$ cat config.mk
export PLATFORM = sky130hd
export DESIGN_NAME = vend_credit_ctrl_flat
export DESIGN_NICKNAME = d
export VERILOG_FILES = /design/src/rtl/vend_pkg.sv /design/src/rtl/vend_credit_ctrl_if.sv /design/src/rtl/vend_credit_ctrl_btn_edge.sv /design/src/rtl/vend_credit_ctrl.sv /design/src/flat_wrapper.sv
export SDC_FILE = /design/constraint.sdc
export NUM_CORES = 1
export LEC_CHECK = 0
export ABC_AREA = 1
export CORE_AREA = 3 3 69 71
export CTS_CLUSTER_DIAMETER = 200
export DETAILED_ROUTE_END_ITERATION = 16
export DIE_AREA = 0 0 72 74
export GPL_TIMING_DRIVEN = 0
export HOLD_SLACK_MARGIN = 0.08
export PLACE_DENSITY = 0.78
export SYNTH_ARGS = -nofsm -noshare
export SYNTH_HDL_FRONTEND = slang
export SYNTH_HIERARCHICAL = 1
export SYNTH_SLANG_ARGS = --single-unit
$ cat constraint.sdc
create_clock -name clk -period 4.54 [get_ports clk]
set_input_delay 1.135 -clock clk [delete_from_list [all_inputs] [get_ports clk]]
set_output_delay 1.135 -clock clk [all_outputs]
set_load 0.01 [all_outputs]
$ cat src/rtl/vend_pkg.sv
// Shared types and constants for the vending credit controller:
// FSM state encoding, credit ceiling and the default coin values.
package vend_pkg;

    typedef enum logic [2:0] {
        IDLE    = 3'd0,
        COLLECT = 3'd1,
        CALC    = 3'd2,
        VEND    = 3'd3,
        SHORT   = 3'd4
    } state_t;

    localparam int W_DEF = 4;

    // Largest credit that is still a positive value in a signed W-bit operand.
    function automatic int credit_max(input int w);
        return (2 ** (w - 1)) - 1;
    endfunction

    localparam int CREDIT_MAX = credit_max(W_DEF);

    // Index i is the credit added by COIN[i].
    localparam logic [2:0][7:0] COIN_VAL = {8'd5, 8'd2, 8'd1};

endpackage

$ cat src/rtl/vend_credit_ctrl_if.sv
// Button inputs and display-stage outputs of the vending credit controller,
// plus the FSM state for observation. master = button/display side, slave = controller.
interface vend_credit_ctrl_if #(
    parameter int W = 4
);

    // No valid/ready pairs here: the buttons are raw asynchronous levels, and
    // ENTER/CLR are single-cycle strobes that the display stage must latch on
    // the clock edge where they are high; A/B/SUB are valid in that same cycle.
    logic [2:0]       COIN;
    logic             BUY;
    logic             CANCEL;
    logic [W-1:0]     PRICE;
    logic [W-1:0]     A;
    logic [W-1:0]     B;
    logic             SUB;
    logic             ENTER;
    logic             CLR;
    logic [W-1:0]     CREDIT;
    logic             DISPENSE;
    logic             REJECT;
    vend_pkg::state_t state;

    modport master (
        output COIN, BUY, CANCEL, PRICE,
        input  A, B, SUB, ENTER, CLR, CREDIT, DISPENSE, REJECT, state
    );

    modport slave (
        input  COIN, BUY, CANCEL, PRICE,
        output A, B, SUB, ENTER, CLR, CREDIT, DISPENSE, REJECT, state
    );

endinterface

$ cat src/rtl/vend_credit_ctrl_btn_edge.sv
// Raw button conditioning: 2-FF synchronizer, optional debouncer (VEND_DEBOUNCE_EN)
// and a registered rising-edge pulse, 3 clocks after the pin rises (DB_CYC+3 with debounce).
module btn_edge #(
    parameter int DB_CYC = 16
) (
    input  logic clk,
    input  logic rst,
    input  logic pin,
    output logic rise
);

    logic [1:0] sync_q;
    logic       level;
    logic       level_q;

    always_ff @(posedge clk or posedge rst) begin
        if (rst) begin
            sync_q <= 2'b00;
        end else begin
            sync_q <= {sync_q[0], pin};
        end
    end

`ifdef VEND_DEBOUNCE_EN
    localparam int CW = $clog2(DB_CYC) + 1;

    logic [CW-1:0] db_cnt;
    logic          stable;

    // A new level is adopted on the DB_CYC-th consecutive differing sample.
    always_ff @(posedge clk or posedge rst) begin
        if (rst) begin
            db_cnt <= '0;
            stable <= 1'b0;
        end else if (sync_q[1] == stable) begin
            db_cnt <= '0;
        end else if (db_cnt == CW'(DB_CYC - 1)) begin
            stable <= sync_q[1];
            db_cnt <= '0;
        end else begin
            db_cnt <= db_cnt + 1'b1;
        end
    end

    assign level = stable;
`else
    // DB_CYC has no effect in this build; both branches pass the level straight on.
    if (DB_CYC > 0) begin : g_direct
        assign level = sync_q[1];
    end else begin : g_direct_zero
        assign level = sync_q[1];
    end
`endif

    always_ff @(posedge clk or posedge rst) begin
        if (rst) begin
            level_q <= 1'b0;
            rise    <= 1'b0;
        end else begin
            level_q <= level;
            rise    <= level & ~level_q;
        end
    end

endmodule

$ cat src/rtl/vend_credit_ctrl.sv
// Credit FSM and datapath feeding the adder/subtractor display stage.
// Button debouncing is compiled in when VEND_DEBOUNCE_EN is defined.
module vend_credit_ctrl
    import vend_pkg::*;
#(
    parameter int W         = W_DEF,
    parameter int COIN0_VAL = int'(COIN_VAL[0]),
    parameter int COIN1_VAL = int'(COIN_VAL[1]),
    parameter int COIN2_VAL = int'(COIN_VAL[2]),
    parameter int VEND_CYC  = 8,
    parameter int DB_CYC    = 16
) (
    input  logic                 clk,
    input  logic                 RST,
    vend_credit_ctrl_if.slave    bus
);

    localparam int CMAX  = credit_max(W);
    localparam int VW    = W + 1;
    localparam int CNT_W = $clog2(VEND_CYC + 1);

    logic [4:0] raw;
    logic [4:0] edges;

    assign raw = {bus.CANCEL, bus.BUY, bus.COIN};

    for (genvar i = 0; i < 5; i++) begin : g_btn
        btn_edge #(.DB_CYC(DB_CYC)) u_btn (
            .clk  (clk),
            .rst  (RST),
            .pin  (raw[i]),
            .rise (edges[i])
        );
    end

    logic coin_e2, coin_e1, coin_e0, buy_e, cancel_e;
    assign {cancel_e, buy_e, coin_e2, coin_e1, coin_e0} = edges;

    state_t          state, state_n;
    logic [W-1:0]    credit, credit_n;
    logic [W-1:0]    price_q, price_n;
    logic            enter_q, enter_n;
    logic            clr_q, clr_n;
    logic            reject_q, reject_n;
    logic [CNT_W-1:0] vcnt, vcnt_n;

    logic            coin_hit;
    logic [VW-1:0]   coin_val;
    logic [VW-1:0]   coin_sum;
    logic            coin_ok;

    // Highest-value coin wins; lower coins in the same cycle are dropped.
    always_comb begin
        coin_hit = coin_e2 | coin_e1 | coin_e0;
        coin_val = '0;
        if (coin_e2) begin
            coin_val = VW'(COIN2_VAL);
        end else if (coin_e1) begin
            coin_val = VW'(COIN1_VAL);
        end else if (coin_e0) begin
            coin_val = VW'(COIN0_VAL);
        end
        coin_sum = {1'b0, credit} + coin_val;
        coin_ok  = (coin_sum <= VW'(CMAX));
    end

    always_ff @(posedge clk or posedge RST) begin
        if (RST) begin
            state    <= IDLE;
            credit   <= '0;
            price_q  <= '0;
            enter_q  <= 1'b0;
            clr_q    <= 1'b0;
            reject_q <= 1'b0;
            vcnt     <= '0;
        end else begin
            state    <= state_n;
            credit   <= credit_n;
            price_q  <= price_n;
            enter_q  <= enter_n;
            clr_q    <= clr_n;
            reject_q <= reject_n;
            vcnt     <= vcnt_n;
        end
    end

    always_comb begin
        state_n  = state;
        credit_n = credit;
        price_n  = price_q;
        enter_n  = 1'b0;
        clr_n    = 1'b0;
        reject_n = 1'b0;
        vcnt_n   = vcnt;
        case (state)
            IDLE: begin
                if (coin_hit) begin
                    if (coin_ok) begin
                        credit_n = coin_sum[W-1:0];
                        enter_n  = 1'b1;
                        state_n  = COLLECT;
                    end else begin
                        reject_n = 1'b1;
                    end
                end
            end
            COLLECT: begin
                if (cancel_e) begin
                    credit_n = '0;
                    clr_n    = 1'b1;
                    state_n  = IDLE;
                end else if (buy_e) begin
                    price_n = bus.PRICE;
                    state_n = CALC;
                end else if (coin_hit) begin
                    if (coin_ok) begin
                        credit_n = coin_sum[W-1:0];
                        enter_n  = 1'b1;
                    end else begin
                        reject_n = 1'b1;
                    end
                end
            end
            CALC: begin
                // Change is taken out as VEND begins so the LEDs show it while dispensing.
                if (credit >= price_q) begin
                    credit_n = credit - price_q;
                    vcnt_n   = '0;
                    state_n  = VEND;
                end else begin
                    state_n = SHORT;
                end
            end
            VEND: begin
                if (vcnt == CNT_W'(VEND_CYC - 1)) begin
                    vcnt_n  = '0;
                    state_n = (credit == '0) ? IDLE : COLLECT;
                end else begin
                    vcnt_n = vcnt + 1'b1;
                end
            end
            SHORT: begin
                state_n = COLLECT;
            end
            default: begin
                state_n = IDLE;
            end
        endcase
    end

    assign bus.A        = credit;
    assign bus.CREDIT   = credit;
    assign bus.B        = (state == CALC) ? price_q : '0;
    assign bus.SUB      = (state == CALC);
    assign bus.ENTER    = enter_q | (state == CALC);
    assign bus.CLR      = clr_q;
    assign bus.DISPENSE = (state == VEND);
    assign bus.REJECT   = reject_q;
    assign bus.state    = state;

endmodule

$ cat src/flat_wrapper.sv
// flat-port wrapper written by rule: the top's interface ports become plain ports
module vend_credit_ctrl_flat import vend_pkg::*;
#(
    parameter int W         = W_DEF,
    parameter int COIN0_VAL = int'(COIN_VAL[0]),
    parameter int COIN1_VAL = int'(COIN_VAL[1]),
    parameter int COIN2_VAL = int'(COIN_VAL[2]),
    parameter int VEND_CYC  = 8,
    parameter int DB_CYC    = 16
)
  (clk, RST, bus_COIN, bus_BUY, bus_CANCEL, bus_PRICE, bus_A, bus_B, bus_SUB, bus_ENTER, bus_CLR, bus_CREDIT, bus_DISPENSE, bus_REJECT, bus_state);
  vend_credit_ctrl_if #(.W(W)) bus_i ();
  input  logic clk;
  input  logic RST;
  input wire logic [$bits(bus_i.COIN)-1:0] bus_COIN;
  input wire logic [$bits(bus_i.BUY)-1:0] bus_BUY;
  input wire logic [$bits(bus_i.CANCEL)-1:0] bus_CANCEL;
  input wire logic [$bits(bus_i.PRICE)-1:0] bus_PRICE;
  output wire logic [$bits(bus_i.A)-1:0] bus_A;
  output wire logic [$bits(bus_i.B)-1:0] bus_B;
  output wire logic [$bits(bus_i.SUB)-1:0] bus_SUB;
  output wire logic [$bits(bus_i.ENTER)-1:0] bus_ENTER;
  output wire logic [$bits(bus_i.CLR)-1:0] bus_CLR;
  output wire logic [$bits(bus_i.CREDIT)-1:0] bus_CREDIT;
  output wire logic [$bits(bus_i.DISPENSE)-1:0] bus_DISPENSE;
  output wire logic [$bits(bus_i.REJECT)-1:0] bus_REJECT;
  output wire logic [$bits(bus_i.state)-1:0] bus_state;
  assign bus_i.COIN = bus_COIN;
  assign bus_i.BUY = bus_BUY;
  assign bus_i.CANCEL = bus_CANCEL;
  assign bus_i.PRICE = bus_PRICE;
  assign bus_A = bus_i.A;
  assign bus_B = bus_i.B;
  assign bus_SUB = bus_i.SUB;
  assign bus_ENTER = bus_i.ENTER;
  assign bus_CLR = bus_i.CLR;
  assign bus_CREDIT = bus_i.CREDIT;
  assign bus_DISPENSE = bus_i.DISPENSE;
  assign bus_REJECT = bus_i.REJECT;
  assign bus_state = bus_i.state;
  vend_credit_ctrl #(.W(W), .COIN0_VAL(COIN0_VAL), .COIN1_VAL(COIN1_VAL), .COIN2_VAL(COIN2_VAL), .VEND_CYC(VEND_CYC), .DB_CYC(DB_CYC)) u_core (.clk(clk), .RST(RST), .bus(bus_i));
endmodule
==> results.py <==
metrics = {
    "status": {
        "run_status": "finished, final reports clean",
    },
    "floorplanning": {
        "initial_utilization_pct": 43.8,
        "die_w_um": 72,
        "die-area_mm2": 0.00533,
        "pin_count": 31,
        "dieHeight_um": 74,
        "core_area_mm2": 0.00429,
        "core.rowCount": 24,
    },
    "clocking": {
        "clock_sinks": 38,
        "clkTransAtPathRegs_ps": 70,
        "cts_root_buf": "clkbuf_8",
        "cts_buffer_depth": 2,
        "cts.repair.resized": 0,
        "numCtsBuffers": 5,
        "cts_tree": "done",
        "postCtsSetupBuffers": 0,
        "clkLatencyLatePin_ps": 290,
        "hold_buffers": 0,
        "cts_max_level": 2,
    },
    "yosys": {
        "avgSynthCellArea_um2": 9.00,
        "ys_ff_latch": 38,
        "synth_top_area_share_pct": 50.6,
        "synth.most_common_cell": "nand2_1",
        "yosysWarningCount": 6,
        "syn-num-nets": 230,
        "netlist_area_mm2": 0.00188,
        "synth_ff_type": "dfrtp_1",
        "synthArstFlopShare_pct": 100,
        "syn-instance-count": 209,
        "ys_top_cells_by_count": "43 x nand2_1, 38 x dfrtp_1, 37 x inv_1, 18 x nand3_1",
        "synth_area_leader_cell": "dfrtp_1",
        "ys_seq_area_share_pct": 50.6,
        "synth_area_leaders": "dfrtp_1 51%, nand2_1 8.6%, inv_1 7.4%",
        "yosysUniqueCellTypes": 26,
        "synth-edff-count": 0,
    },
    "power": {
        "finalPower_mw": 1.57,
        "p_leak_nw": 1.20,
        "p_per_area_mw_per_mm2": 667,
        "peakVddDrop_v": 0.000223,
    },
    "setup_path": {
        "worstReg2RegStart": "u_core/g_btn[2].u_btn/rise",
        "critical_path_class": "flop to output port",
        "cp_max_fo": 9,
        "rr_worst_depth": 14,
        "arrival_ps": 1870,
        "critPathRequiredTime_ps": 3400,
        "critPathLaunchType": "flop",
        "r2r_slack_ps": 2440,
        "end_kind": "output port",
        "reg2reg_to": "u_core/bus.A[3]",
    },
    "final_layout": {
        "multi_input_area_um2": 741,
        "areaGrowthSynthToFinish_pct": 25.3,
        "drive_gt1_share_pct": 13.0,
        "fillers": 396,
        "regArea_um2": 951,
        "n_antenna_cell": 0,
        "finish.net_count": 267,
    },
    "timing": {
        "fin_crit_sh_pct": 66.2,
        "tightest_slew_ps": 696,
        "rsz0062_at_grt": "no",
        "min_period_ps": 3010,
        "hold_viol_final": 0,
        "final-setup-viol-count": 0,
        "skew_ps": 3.93,
        "slew_violations": 0,
        "max_slew_margin_pct": 53.6,
        "fmax_mhz": 333,
        "fin_setup_tns_ps": 0,
    },
    "placed_design": {
        "numPortBuffers": 30,
        "hpwl_um": 2750,
        "gp_congestion": 0.822,
    },
    "routing": {
        "antenna_left": 0,
        "drc": 0,
        "dr.pass1.iters": 4,
        "wire_per_inst_um": 11.9,
        "via_per_inst": 4.88,
        "num_vias": 1458,
        "routed_wl_um": 3570,
        "dr.first_iter.drc_count": 71,
    },
    "run": {
        "max_cap_viol_count": 0,
    },
    "grt": {
        "grt_pass1_wl_um": 6010,
        "antenna_found_initial": 0,
        "grt_remaining_overflow": 0,
        "grt_max_degree": 19,
        "grt_pass1_vias": 1355,
        "groute.usage.overall_pct": 15.1,
    },
    "hold_path": {
        "hold_end": "u_core/g_btn[3].u_btn/sync_q[1]",
        "min_from": "u_core/g_btn[3].u_btn/sync_q[0]",
        "whs_path_depth": 0,
        "worst_hold_path_type": "flop to flop",
    },
}
## layout by cell type (no fill, tap or decap), drive strengths merged
cell | netlist | layout
clkdlybuf4s50 | 0 | 30
inv | 41 | 41
xnor2 | 2 | 2
nand2 | 46 | 46
a21o | 1 | 1
o21a | 1 | 1
dfrtp | 38 | 38
ha | 8 | 8
clkbuf | 0 | 6
a21oi | 3 | 3
nor4 | 1 | 1
bufinv | 0 | 1
nor3 | 1 | 1
clkinvlp | 0 | 1
fa | 2 | 2
buf | 4 | 4
nor2 | 20 | 20
nand3b | 2 | 2
o21ai | 12 | 12
or2 | 2 | 2
nand4 | 4 | 4
nand3 | 21 | 21
## cell families after synthesis
family	share of synthesized area, %
and+or+nand+nor	26.2
buffers and inverters	10.0
DFF	50.6
AOI/OAI and AO/OA	4.79
adders and majority gates	7.45
xor gates and xnor gates	0.932
## where the power goes
group | internal [mW] | switching, mW | leakage, nW
clock | 0.164 | 0.115 | 0.0514
combinational | 0.358 | 0.428 | 0.674
sequential | 0.416 | 0.0899 | 0.470
## critical path, stage by stage (launching register included)
cell and delay, ps:
dfrtp_1 550, inv_2 90, nand3_4 140, inv_4 70
or2_2 260, clkdlybuf4s50_1 470
## flip-flops by register name, summed over array words and instances (netlist names)
| name | flops |
|---|---|
| u_core/bus.A | 4 |
| u_core/bus.state | 3 |
| u_core/enter_q | 1 |
| u_core/price_q | 4 |
| u_core/bus.CLR | 1 |
| u_core/bus.REJECT | 1 |
| u_core/vcnt | 4 |
| u_core/g_btn.u_btn/level_q | 5 |
| u_core/g_btn.u_btn/rise | 5 |
| u_core/g_btn.u_btn/sync_q | 10 |
## through the flow
stage	cells	cell area [um2]	setup slack (ps)	hold slack [ps]	utilization, %
after floorplan	209	1880	2310	331	-
after global placement	291	2250	1830	333	52.3
after detailed placement	291	2250	1840	339	52.3
after CTS	299	2360	1510	361	54.9
after global routing	299	2360	1410	365	54.9
final	299	2360	1530	358	54.9
## how the worst max path moves through the flow
stage	start	end	slack, ps	depth (start not counted)
after floorplan	u_core/bus.state[2]	bus_ENTER	2310	4
after global placement	u_core/bus.state[2]	bus_ENTER	1830	5
after detailed placement	u_core/bus.state[2]	bus_ENTER	1840	5
after CTS	u_core/bus.state[2]	bus_ENTER	1510	5
after global routing	u_core/bus.state[2]	bus_ENTER	1410	5
final	u_core/bus.state[2]	bus_ENTER	1530	5
## final cells by class
class	instances	area share [%]
Buffer	4	1.27
Inverter	41	6.74
Multi-Input combinational cell	126	31.4
Sequential cell	38	40.4
Clock inverter	2	1.59
Tap cell	52	2.76
Timing Repair Buffer	30	12.7
Clock buffer	6	3.08
## metal layers
metal / global-route usage [%] / wire length [um] / part of all wire, %
met1: 18.3 / 1540 / 43
met2: 24.6 / 1760 / 49
met3: 4.86 / 213 / 6.0
met4: 6.89 / 60 / 1.7
met5: 0 / 0 / 0
No activity file was read; power rests on OpenSTA's default activity.
